===== config.mk =====
export PLATFORM = sky130hd
export DESIGN_NAME = biu_arbiter_2to1
export DESIGN_NICKNAME = d
export VERILOG_FILES = /design/src/rtl/biu_arbiter_2to1.sv
export SDC_FILE = /design/constraint.sdc
export NUM_CORES = 1
export LEC_CHECK = 0
export BUFFER_PORTS_ARGS = -buffer_cell sky130_fd_sc_hd__buf_2
export CORE_AREA = 2 2 168 170
export CTS_CLUSTER_SIZE = 14
export DETAILED_ROUTE_END_ITERATION = 7
export DIE_AREA = 0 0 170 172
export GPL_TIMING_DRIVEN = 0
export PLACE_DENSITY = 0.43
export SLEW_MARGIN = 20
export SYNTH_ARGS = -nofsm -noshare
export SYNTH_HDL_FRONTEND = slang
export SYNTH_SLANG_ARGS = --single-unit

===== constraint.sdc =====
create_clock -name HCLK -period 4.55 [get_ports HCLK]
set_input_delay 0.455 -clock HCLK [delete_from_list [all_inputs] [get_ports HCLK]]
set_output_delay 0.455 -clock HCLK [all_outputs]
set_load 0.005 [all_outputs]

===== src/rtl/biu_arbiter_2to1.sv =====
// Arbitrates the instruction and data cache ports onto one BIU; request path is combinational (zero latency).
// Backpressure: the losing port holds stb until the owner has no beats in flight and drops stb/lock.
package biu_arbiter_2to1_pkg;
    typedef logic [2:0] biu_size_t;
    typedef logic [2:0] biu_type_t;
    typedef logic [3:0] biu_prot_t;

    localparam biu_type_t SINGLE = 3'd0;
    localparam biu_type_t INCR   = 3'd1;
    localparam biu_type_t WRAP4  = 3'd2;
    localparam biu_type_t INCR4  = 3'd3;
    localparam biu_type_t WRAP8  = 3'd4;
    localparam biu_type_t INCR8  = 3'd5;
    localparam biu_type_t WRAP16 = 3'd6;
    localparam biu_type_t INCR16 = 3'd7;
endpackage

module biu_arbiter_2to1
    import biu_arbiter_2to1_pkg::*;
#(
    parameter int DATA_SIZE = 32,
    parameter int ADDR_SIZE = DATA_SIZE
) (
    input  logic                 HCLK,
    input  logic                 HRESET,

    input  logic                 ibiu_stb_i,
    output logic                 ibiu_stb_ack_o,
    output logic                 ibiu_d_ack_o,
    input  logic [ADDR_SIZE-1:0] ibiu_adri_i,
    output logic [ADDR_SIZE-1:0] ibiu_adro_o,
    input  biu_size_t            ibiu_size_i,
    input  biu_type_t            ibiu_type_i,
    input  biu_prot_t            ibiu_prot_i,
    input  logic                 ibiu_lock_i,
    input  logic                 ibiu_we_i,
    input  logic [DATA_SIZE-1:0] ibiu_d_i,
    output logic [DATA_SIZE-1:0] ibiu_q_o,
    output logic                 ibiu_ack_o,
    output logic                 ibiu_err_o,

    input  logic                 dbiu_stb_i,
    output logic                 dbiu_stb_ack_o,
    output logic                 dbiu_d_ack_o,
    input  logic [ADDR_SIZE-1:0] dbiu_adri_i,
    output logic [ADDR_SIZE-1:0] dbiu_adro_o,
    input  biu_size_t            dbiu_size_i,
    input  biu_type_t            dbiu_type_i,
    input  biu_prot_t            dbiu_prot_i,
    input  logic                 dbiu_lock_i,
    input  logic                 dbiu_we_i,
    input  logic [DATA_SIZE-1:0] dbiu_d_i,
    output logic [DATA_SIZE-1:0] dbiu_q_o,
    output logic                 dbiu_ack_o,
    output logic                 dbiu_err_o,

    output logic                 biu_stb_o,
    input  logic                 biu_stb_ack_i,
    input  logic                 biu_d_ack_i,
    output logic [ADDR_SIZE-1:0] biu_adri_o,
    input  logic [ADDR_SIZE-1:0] biu_adro_i,
    output biu_size_t            biu_size_o,
    output biu_type_t            biu_type_o,
    output biu_prot_t            biu_prot_o,
    output logic                 biu_lock_o,
    output logic                 biu_we_o,
    output logic [DATA_SIZE-1:0] biu_d_o,
    input  logic [DATA_SIZE-1:0] biu_q_i,
    input  logic                 biu_ack_i,
    input  logic                 biu_err_i
);

    typedef enum logic {IDLE = 1'b0, BUSY = 1'b1} fsm_t;

    fsm_t       state, state_nxt;
    logic       owner, owner_nxt;
    logic       last_grant, last_grant_nxt;
    logic [5:0] pending, pending_nxt;
    logic [5:0] burst_len;
    logic       sel, sel_stb, sel_lock;

    always_ff @(posedge HCLK) begin
        if (HRESET) begin
            state      <= IDLE;
            owner      <= 1'b0;
            last_grant <= 1'b1;
            pending    <= '0;
        end else begin
            state      <= state_nxt;
            owner      <= owner_nxt;
            last_grant <= last_grant_nxt;
            pending    <= pending_nxt;
        end
    end

    // In IDLE a tie goes to the port that did not win last; with no request sel stays on the owner.
    always_comb begin
        sel = owner;
        if (state == IDLE) begin
            if (ibiu_stb_i && dbiu_stb_i) sel = ~last_grant;
            else if (dbiu_stb_i)          sel = 1'b1;
            else if (ibiu_stb_i)          sel = 1'b0;
        end
    end

    assign sel_stb    = sel ? dbiu_stb_i  : ibiu_stb_i;
    assign sel_lock   = sel ? dbiu_lock_i : ibiu_lock_i;
    assign biu_adri_o = sel ? dbiu_adri_i : ibiu_adri_i;
    assign biu_size_o = sel ? dbiu_size_i : ibiu_size_i;
    assign biu_type_o = sel ? dbiu_type_i : ibiu_type_i;
    assign biu_prot_o = sel ? dbiu_prot_i : ibiu_prot_i;
    assign biu_lock_o = sel_lock;
    assign biu_we_o   = sel ? dbiu_we_i   : ibiu_we_i;
    assign biu_d_o    = sel ? dbiu_d_i    : ibiu_d_i;

    assign ibiu_q_o    = biu_q_i;
    assign dbiu_q_o    = biu_q_i;
    assign ibiu_adro_o = biu_adro_i;
    assign dbiu_adro_o = biu_adro_i;

    always_comb begin
        case (biu_type_o)
            WRAP4,  INCR4:  burst_len = 6'd4;
            WRAP8,  INCR8:  burst_len = 6'd8;
            WRAP16, INCR16: burst_len = 6'd16;
            default:        burst_len = 6'd1;
        endcase
    end

    // An error flushes every outstanding beat; a stray ack never wraps the counter below zero.
    always_comb begin
        pending_nxt = pending;
        if (biu_err_i) begin
            pending_nxt = '0;
        end else begin
            if (biu_stb_ack_i)                   pending_nxt = pending_nxt + burst_len;
            if (biu_ack_i && pending_nxt != '0) pending_nxt = pending_nxt - 6'd1;
        end
    end

    always_comb begin
        state_nxt      = state;
        owner_nxt      = owner;
        last_grant_nxt = last_grant;
        case (state)
            IDLE: if (ibiu_stb_i || dbiu_stb_i) begin
                state_nxt      = BUSY;
                owner_nxt      = sel;
                last_grant_nxt = sel;
            end
            BUSY: if (pending_nxt == '0 && !biu_stb_ack_i && !sel_stb && !sel_lock)
                state_nxt = IDLE;
        endcase
    end

    always_comb begin
        biu_stb_o      = 1'b0;
        ibiu_stb_ack_o = 1'b0;
        dbiu_stb_ack_o = 1'b0;
        ibiu_d_ack_o   = 1'b0;
        dbiu_d_ack_o   = 1'b0;
        ibiu_ack_o     = 1'b0;
        dbiu_ack_o     = 1'b0;
        ibiu_err_o     = 1'b0;
        dbiu_err_o     = 1'b0;
        if (!HRESET) begin
            biu_stb_o = sel_stb;
            if (sel) begin
                dbiu_stb_ack_o = biu_stb_ack_i;
                dbiu_d_ack_o   = biu_d_ack_i;
                dbiu_ack_o     = biu_ack_i;
                dbiu_err_o     = biu_err_i;
            end else begin
                ibiu_stb_ack_o = biu_stb_ack_i;
                ibiu_d_ack_o   = biu_d_ack_i;
                ibiu_ack_o     = biu_ack_i;
                ibiu_err_o     = biu_err_i;
            end
        end
    end

    ack_without_pending: assert property (@(posedge HCLK) disable iff (HRESET)
        !(biu_ack_i && !biu_stb_ack_i && pending == '0));

endmodule


==> results of run 1 <==
## final cells by class
class / instances / area [sq um]
sequential: 9 / 180
fill: 3098 / 22300
inverter: 5 / 18.8
buffer: 141 / 1020
clock buffer: 4 / 78.8
tap: 346 / 433
timing repair buffer: 371 / 1860
multi-input combinational: 181 / 1580
## cell usage in the layout, fill, tap and decap left out, types with 4 or more instances in the layout
cell type / n
xor2_1: 4
nor2_1: 10
nor2b_1: 4
inv_1: 5
dfxtp_1: 9
a21oi_1: 8
mux2_2: 76
buf_2: 376
buf_1: 4
ha_1: 7
mux2i_1: 6
nand2_1: 11
buf_4: 128
nor3_1: 8
## layer usage
metal  GRT usage (%)  part of all wire [%]  vias to the layer above
met5               0                     0                        -
met4           0.446                     0                        0
met3           0.664                   6.8                        0
met2            13.8                    50                      186
met1            10.0                    43                     1544
li1                -                     -                     1783
## sequential cells by signal, summed over array words and instances (netlist names)
signal      count
last_grant      1
owner           1
pending         6
state           1
## metrics by stage
stage               worst slack, ps  total power (uW)
finish                          529               805
global placement               -236               658
global route                   26.2               871
floorplan                      1180               405
CTS                             325               815
detailed placement              201               655
## power by group through the flow
stage / Clock [uW] / Sequential [uW] / Combinational [uW]
floorplan: 0 / 91.0 / 314
global placement: 0 / 92.9 / 565
detailed placement: 0 / 92.8 / 562
CTS: 157 / 91.4 / 566
global route: 163 / 92.4 / 616
finish: 154 / 91.3 / 559
## final timing paths
path	startpoint	end	slack, ps	depth (start not counted)
worst max-delay path	state	state	530	14
worst min-delay path	last_grant	last_grant	490	1
worst max register to register	state	state	530	14
worst min register to register	last_grant	last_grant	490	1
## cells by family (layout without fill, tap and decap cells)
| family | count (synthesis) | after routing | synth area share (%) |
|---|---|---|---|
| buffers and inverters | 146 | 521 | 37.2 |
| flip-flops | 9 | 9 | 6.43 |
| XOR/XNOR | 6 | 6 | 1.88 |
| AO/OA/AOI/OAI | 30 | 30 | 7.46 |
| adder cells (fa/ha/maj) | 7 | 7 | 3.13 |
| AND/OR/NAND/NOR | 56 | 56 | 11.2 |
| multiplexers | 82 | 82 | 32.7 |
## repair_timing
item,CTS,global route
setup endpoints to repair,0,1
endpoints found under the hold margin,0,0
resized for setup,0,1
## critical path: stages (launching register included)
cell and delay [ps]:
dfxtp_1 330, nand2b_1 170, a22oi_1 260, buf_2 430, mux2i_1 410, inv_1 110, nor2_1 180, ha_1 300
and3_1 180, a221oi_2 420, xor2_1 180, a21oi_1 100, o31a_1 380, mux2i_1 160, a311oi_1 290
==> flow_metrics.env, run 1 <==
export IMPL_grt_pass1_vias=3094
export IMPL_fmax_mhz=249
export IMPL_grt_antenna_before_repair=1
export IMPL_p_int_uw=529
export IMPL_cts_buffer_depth=2
export IMPL_dpl_hpwl_mm=12.1
export IMPL_num_nets_final=943
export IMPL_clk_latency_ps=230
export IMPL_fin_area_sq_um=5170
export IMPL_final_util_pct=18.8
export IMPL_cts_root_buf="clkbuf_16"
export IMPL_core_sq_um=27500
export IMPL_grt_pass1_wl_mm=17.1
export IMPL_p_sw_uw=276
export IMPL_avgSynthCellArea_sq_um=8.34
export IMPL_ios=437
export IMPL_initial_utilization_pct=10.2
export IMPL_rsz0062_at_grt="no"
export IMPL_worstPathRequired_ps=4680
export IMPL_placedCellCount=1053
export IMPL_clk_pin_slew_ps=40
export IMPL_synthesis_nets=567
export IMPL_cts_buffers_inserted=3
export IMPL_start_kind="flop"
export IMPL_cts_sinks=9
export IMPL_dr_pass1_iters=4
export IMPL_skew_ps=2.70
export IMPL_globalplace_congestion=0.734
export IMPL_seq_power_share_pct=11.3
export IMPL_postPlaceCellArea_sq_um=5090
export IMPL_period_share_pct=88.4
export IMPL_synth_area_sq_um=2800
export IMPL_synth_seq_cells=9
export IMPL_drv_slew=0
export IMPL_status="finished clean"
export IMPL_io_buffers=371
export IMPL_whs_ps=487
export IMPL_async_reset_ff_share_pct=0
export IMPL_drt_initial_drc_count=109
export IMPL_die_x_um=170
export IMPL_netlist_instances=336
export IMPL_yosys_area_top_type_share_pct=34.3
export IMPL_post_cts_buffers=0
export IMPL_ir_drop_mv=0.108
export IMPL_p_sw_share_pct=34.3
export IMPL_cts_tree="built"
export IMPL_vias_per_cell=3.32
export IMPL_diodes=0
export IMPL_p_comb_share_pct=69.5
export IMPL_synth_most_common_cell="buf_4"
export IMPL_postCtsHoldBufs=0
export IMPL_grt_overflow_total=0
export IMPL_p_per_area_nw_per_um2=156
export IMPL_synth_area_leaders="buf_4, mux2_2, dfxtp_1"
export IMPL_htreeDepth=1
export IMPL_end_kind="flop"
export IMPL_pwr_share_clk_pct=19.2
export IMPL_ys_flop_type="dfxtp_1"
export IMPL_timing_slew_headroom_pct=45.9
export IMPL_finalNonFillerCells=1057
export IMPL_grt_start_max_net_pins=11
export IMPL_setup_tns_ps=0
export IMPL_synth_cell_types=47
export IMPL_critPathKind="flop to flop"
export IMPL_worst_slew_pin_slew_ps=811
export IMPL_syn2layout_area_growth_pct=84.6
export IMPL_ant_nets=0
export IMPL_synthTopCellsByCount="buf_4, mux2_2, nand2_1, nor2_1, dfxtp_1"
export IMPL_routed_wl_mm=13.6
export IMPL_die_h_um=172
export IMPL_p_leak_uw=0.00289
export IMPL_cap_violations=0
export IMPL_track_usage_pct=7.52
export IMPL_hold_viol=0
export IMPL_min_period_ps=4020
export IMPL_avgRoutedWirePerCell_um=12.8
export IMPL_drive_gt1_share_pct=83.0
export IMPL_hold_path_class="flop to flop"
export IMPL_worstPathArrival_ps=4150
export IMPL_yosys_warnings=0
export IMPL_drc=0
export IMPL_fp_row_count=61
export IMPL_dr_total_vias=3513
export IMPL_path_max_fanout=10
export IMPL_synth_area_leader_cell="buf_4"
export IMPL_die_area_sq_um=29200
export IMPL_setup_viol=0
export IMPL_synth_seq_area_share_pct=6.43
export IMPL_synth_edf_count=0
Power figures use the tool's default switching activity.
==> run 2: changes to the inputs <==
--- a/config.mk
+++ b/config.mk
@@ -7,6 +7,7 @@
 export LEC_CHECK = 0
 export BUFFER_PORTS_ARGS = -buffer_cell sky130_fd_sc_hd__buf_2
 export CORE_AREA = 2 2 168 170
+export CTS_BUF_LIST = sky130_fd_sc_hd__clkbuf_16
 export CTS_CLUSTER_SIZE = 14
 export DETAILED_ROUTE_END_ITERATION = 7
 export DIE_AREA = 0 0 170 172
==> flow_metrics.env, run 2 (synthesis gave the netlist of run 1 again) <==
export IMPL_avgRoutedWirePerCell_um=12.8
export IMPL_end_kind="flop"
export IMPL_clk_latency_ps=230
export IMPL_finalNonFillerCells=1057
export IMPL_p_sw_uw=276
export IMPL_die_x_um=170
export IMPL_pwr_share_clk_pct=19.0
export IMPL_clk_pin_slew_ps=40
export IMPL_r2r_start="state"
export IMPL_start_kind="flop"
export IMPL_whs_path_depth=1
export IMPL_period_share_pct=88.4
export IMPL_grt_use_met1_pct=10.0
export IMPL_reg2regPathDepth=14
export IMPL_p_sw_share_pct=34.4
export IMPL_status="finished clean"
export IMPL_p_leak_uw=0.00289
export IMPL_setup_viol=0
export IMPL_globalplace_congestion=0.734
export IMPL_worstPathRequired_ps=4680
export IMPL_drive_gt1_share_pct=83.0
export IMPL_layout_commonest_cell="buf_2"
export IMPL_grt_antenna_before_repair=1
export IMPL_ir_drop_mv=0.103
export IMPL_min_period_ps=4020
export IMPL_worst_slew_pin_slew_ps=811
export IMPL_dr_pass1_iters=4
export IMPL_htreeDepth=1
export IMPL_cts_root_buf="clkbuf_16"
export IMPL_r2r_slack_ps=530
export IMPL_reg2reg_to="state"
export IMPL_dpl_hpwl_mm=12.1
export IMPL_cts_tree="built"
export IMPL_cap_violations=0
export IMPL_top_usage_layer="met2"
export IMPL_grt_overflow_total=0
export IMPL_syn2layout_area_growth_pct=84.6
export IMPL_layout_common_cells="buf_2, buf_4, mux2_2"
export IMPL_path_max_fanout=10
export IMPL_p_comb_share_pct=69.7
export IMPL_rsz0062_at_grt="no"
export IMPL_cts_buffers_inserted=3
export IMPL_endpoint="state"
export IMPL_p_per_area_nw_per_um2=155
export IMPL_vias_per_cell=3.33
export IMPL_initial_utilization_pct=10.2
export IMPL_timing_slew_headroom_pct=45.9
export IMPL_drt_initial_drc_count=109
export IMPL_ant_nets=0
export IMPL_drc=0
export IMPL_num_nets_final=943
export IMPL_routed_wl_mm=13.6
export IMPL_hold_path_class="flop to flop"
export IMPL_p_total_uw=802
export IMPL_grt_pass1_wl_mm=17.1
export IMPL_die_h_um=172
export IMPL_hold_viol=0
export IMPL_grt_start_max_net_pins=11
export IMPL_grtUsageMet2_pct=13.8
export IMPL_core_sq_um=27500
export IMPL_worstPathArrival_ps=4150
export IMPL_final_util_pct=18.8
export IMPL_pre_cts_slack_ps=201
export IMPL_dr_total_vias=3517
export IMPL_worst_slack_ps=529
export IMPL_met3_usage_pct=0.664
export IMPL_placedCellCount=1053
export IMPL_cts_buffer_depth=2
export IMPL_cts_sinks=9
export IMPL_regMostFlops="pending"
export IMPL_largest_reg_flops=6
export IMPL_grt_pass1_vias=3094
export IMPL_skew_ps=2.79
export IMPL_ios=437
export IMPL_postCtsHoldBufs=0
export IMPL_io_buffers=371
export IMPL_critPathKind="flop to flop"
export IMPL_p_int_uw=527
export IMPL_track_usage_pct=7.52
export IMPL_cp_startpoint="state"
export IMPL_setup_tns_ps=0
export IMPL_fmax_mhz=249
export IMPL_seq_power_share_pct=11.4
export IMPL_drv_slew=0
export IMPL_fp_row_count=61
export IMPL_die_area_sq_um=29200
export IMPL_diodes=0
[run 2: per-layer routing]
layer | vias to the layer above | routed length (um)
li1 | 1783 | -
met1 | 1545 | 5790
met2 | 189 | 6840
met3 | 0 | 926
met4 | 0 | 0
met5 | - | 0
[run 2: cell type report]
type                    count  area [sq um]
clock buffers               3          75.1
flip-flops and latches      9           180
repair buffers            371          1860
inverters                   5          18.8
well taps                 346           433
multi-input cells         181          1580
clock inverters             1          3.75
fillers                  3098         22300
plain buffers             141          1020
[run 2: how the worst min path moves through the flow]
stage                          start          to  slack, ps
after floorplan           last_grant  last_grant        460
after global placement    last_grant  last_grant        480
after detailed placement  last_grant  last_grant        480
after CTS                 last_grant  last_grant        490
after global routing      last_grant  last_grant        530
final                     last_grant  last_grant        490
[run 2: what timing repair did]
item | in CTS | in global routing
hold endpoints to repair | 0 | 0
resized for setup | 0 | 1
buffers inserted | 0 | 0
setup endpoints to repair | 0 | 1
[run 2: critical path: stages, from the launching register on]
cell and delay (ps):
dfxtp_1 330, nand2b_1 170, a22oi_1 260, buf_2 430, mux2i_1 410, inv_1 110
nor2_1 180, ha_1 300, and3_1 180, a221oi_2 420, xor2_1 180, a21oi_1 100
o31a_1 380, mux2i_1 160, a311oi_1 290
[run 2: metrics by stage]
stage | area [sq um] | hold WS [ps]
global route | 5170 | 527
CTS | 5170 | 493
floorplan | 2800 | 459
detailed placement | 5090 | 484
finish | 5170 | 487
global placement | 5090 | 477
[run 2: power by group through the flow]
stage / clock network (uW) / registers (uW) / logic, uW
final: 152 / 91.3 / 559
after global routing: 161 / 92.4 / 616
after CTS: 155 / 91.5 / 566
after detailed placement: 0 / 92.8 / 562
after global placement: 0 / 92.9 / 565
after floorplan: 0 / 91.0 / 314
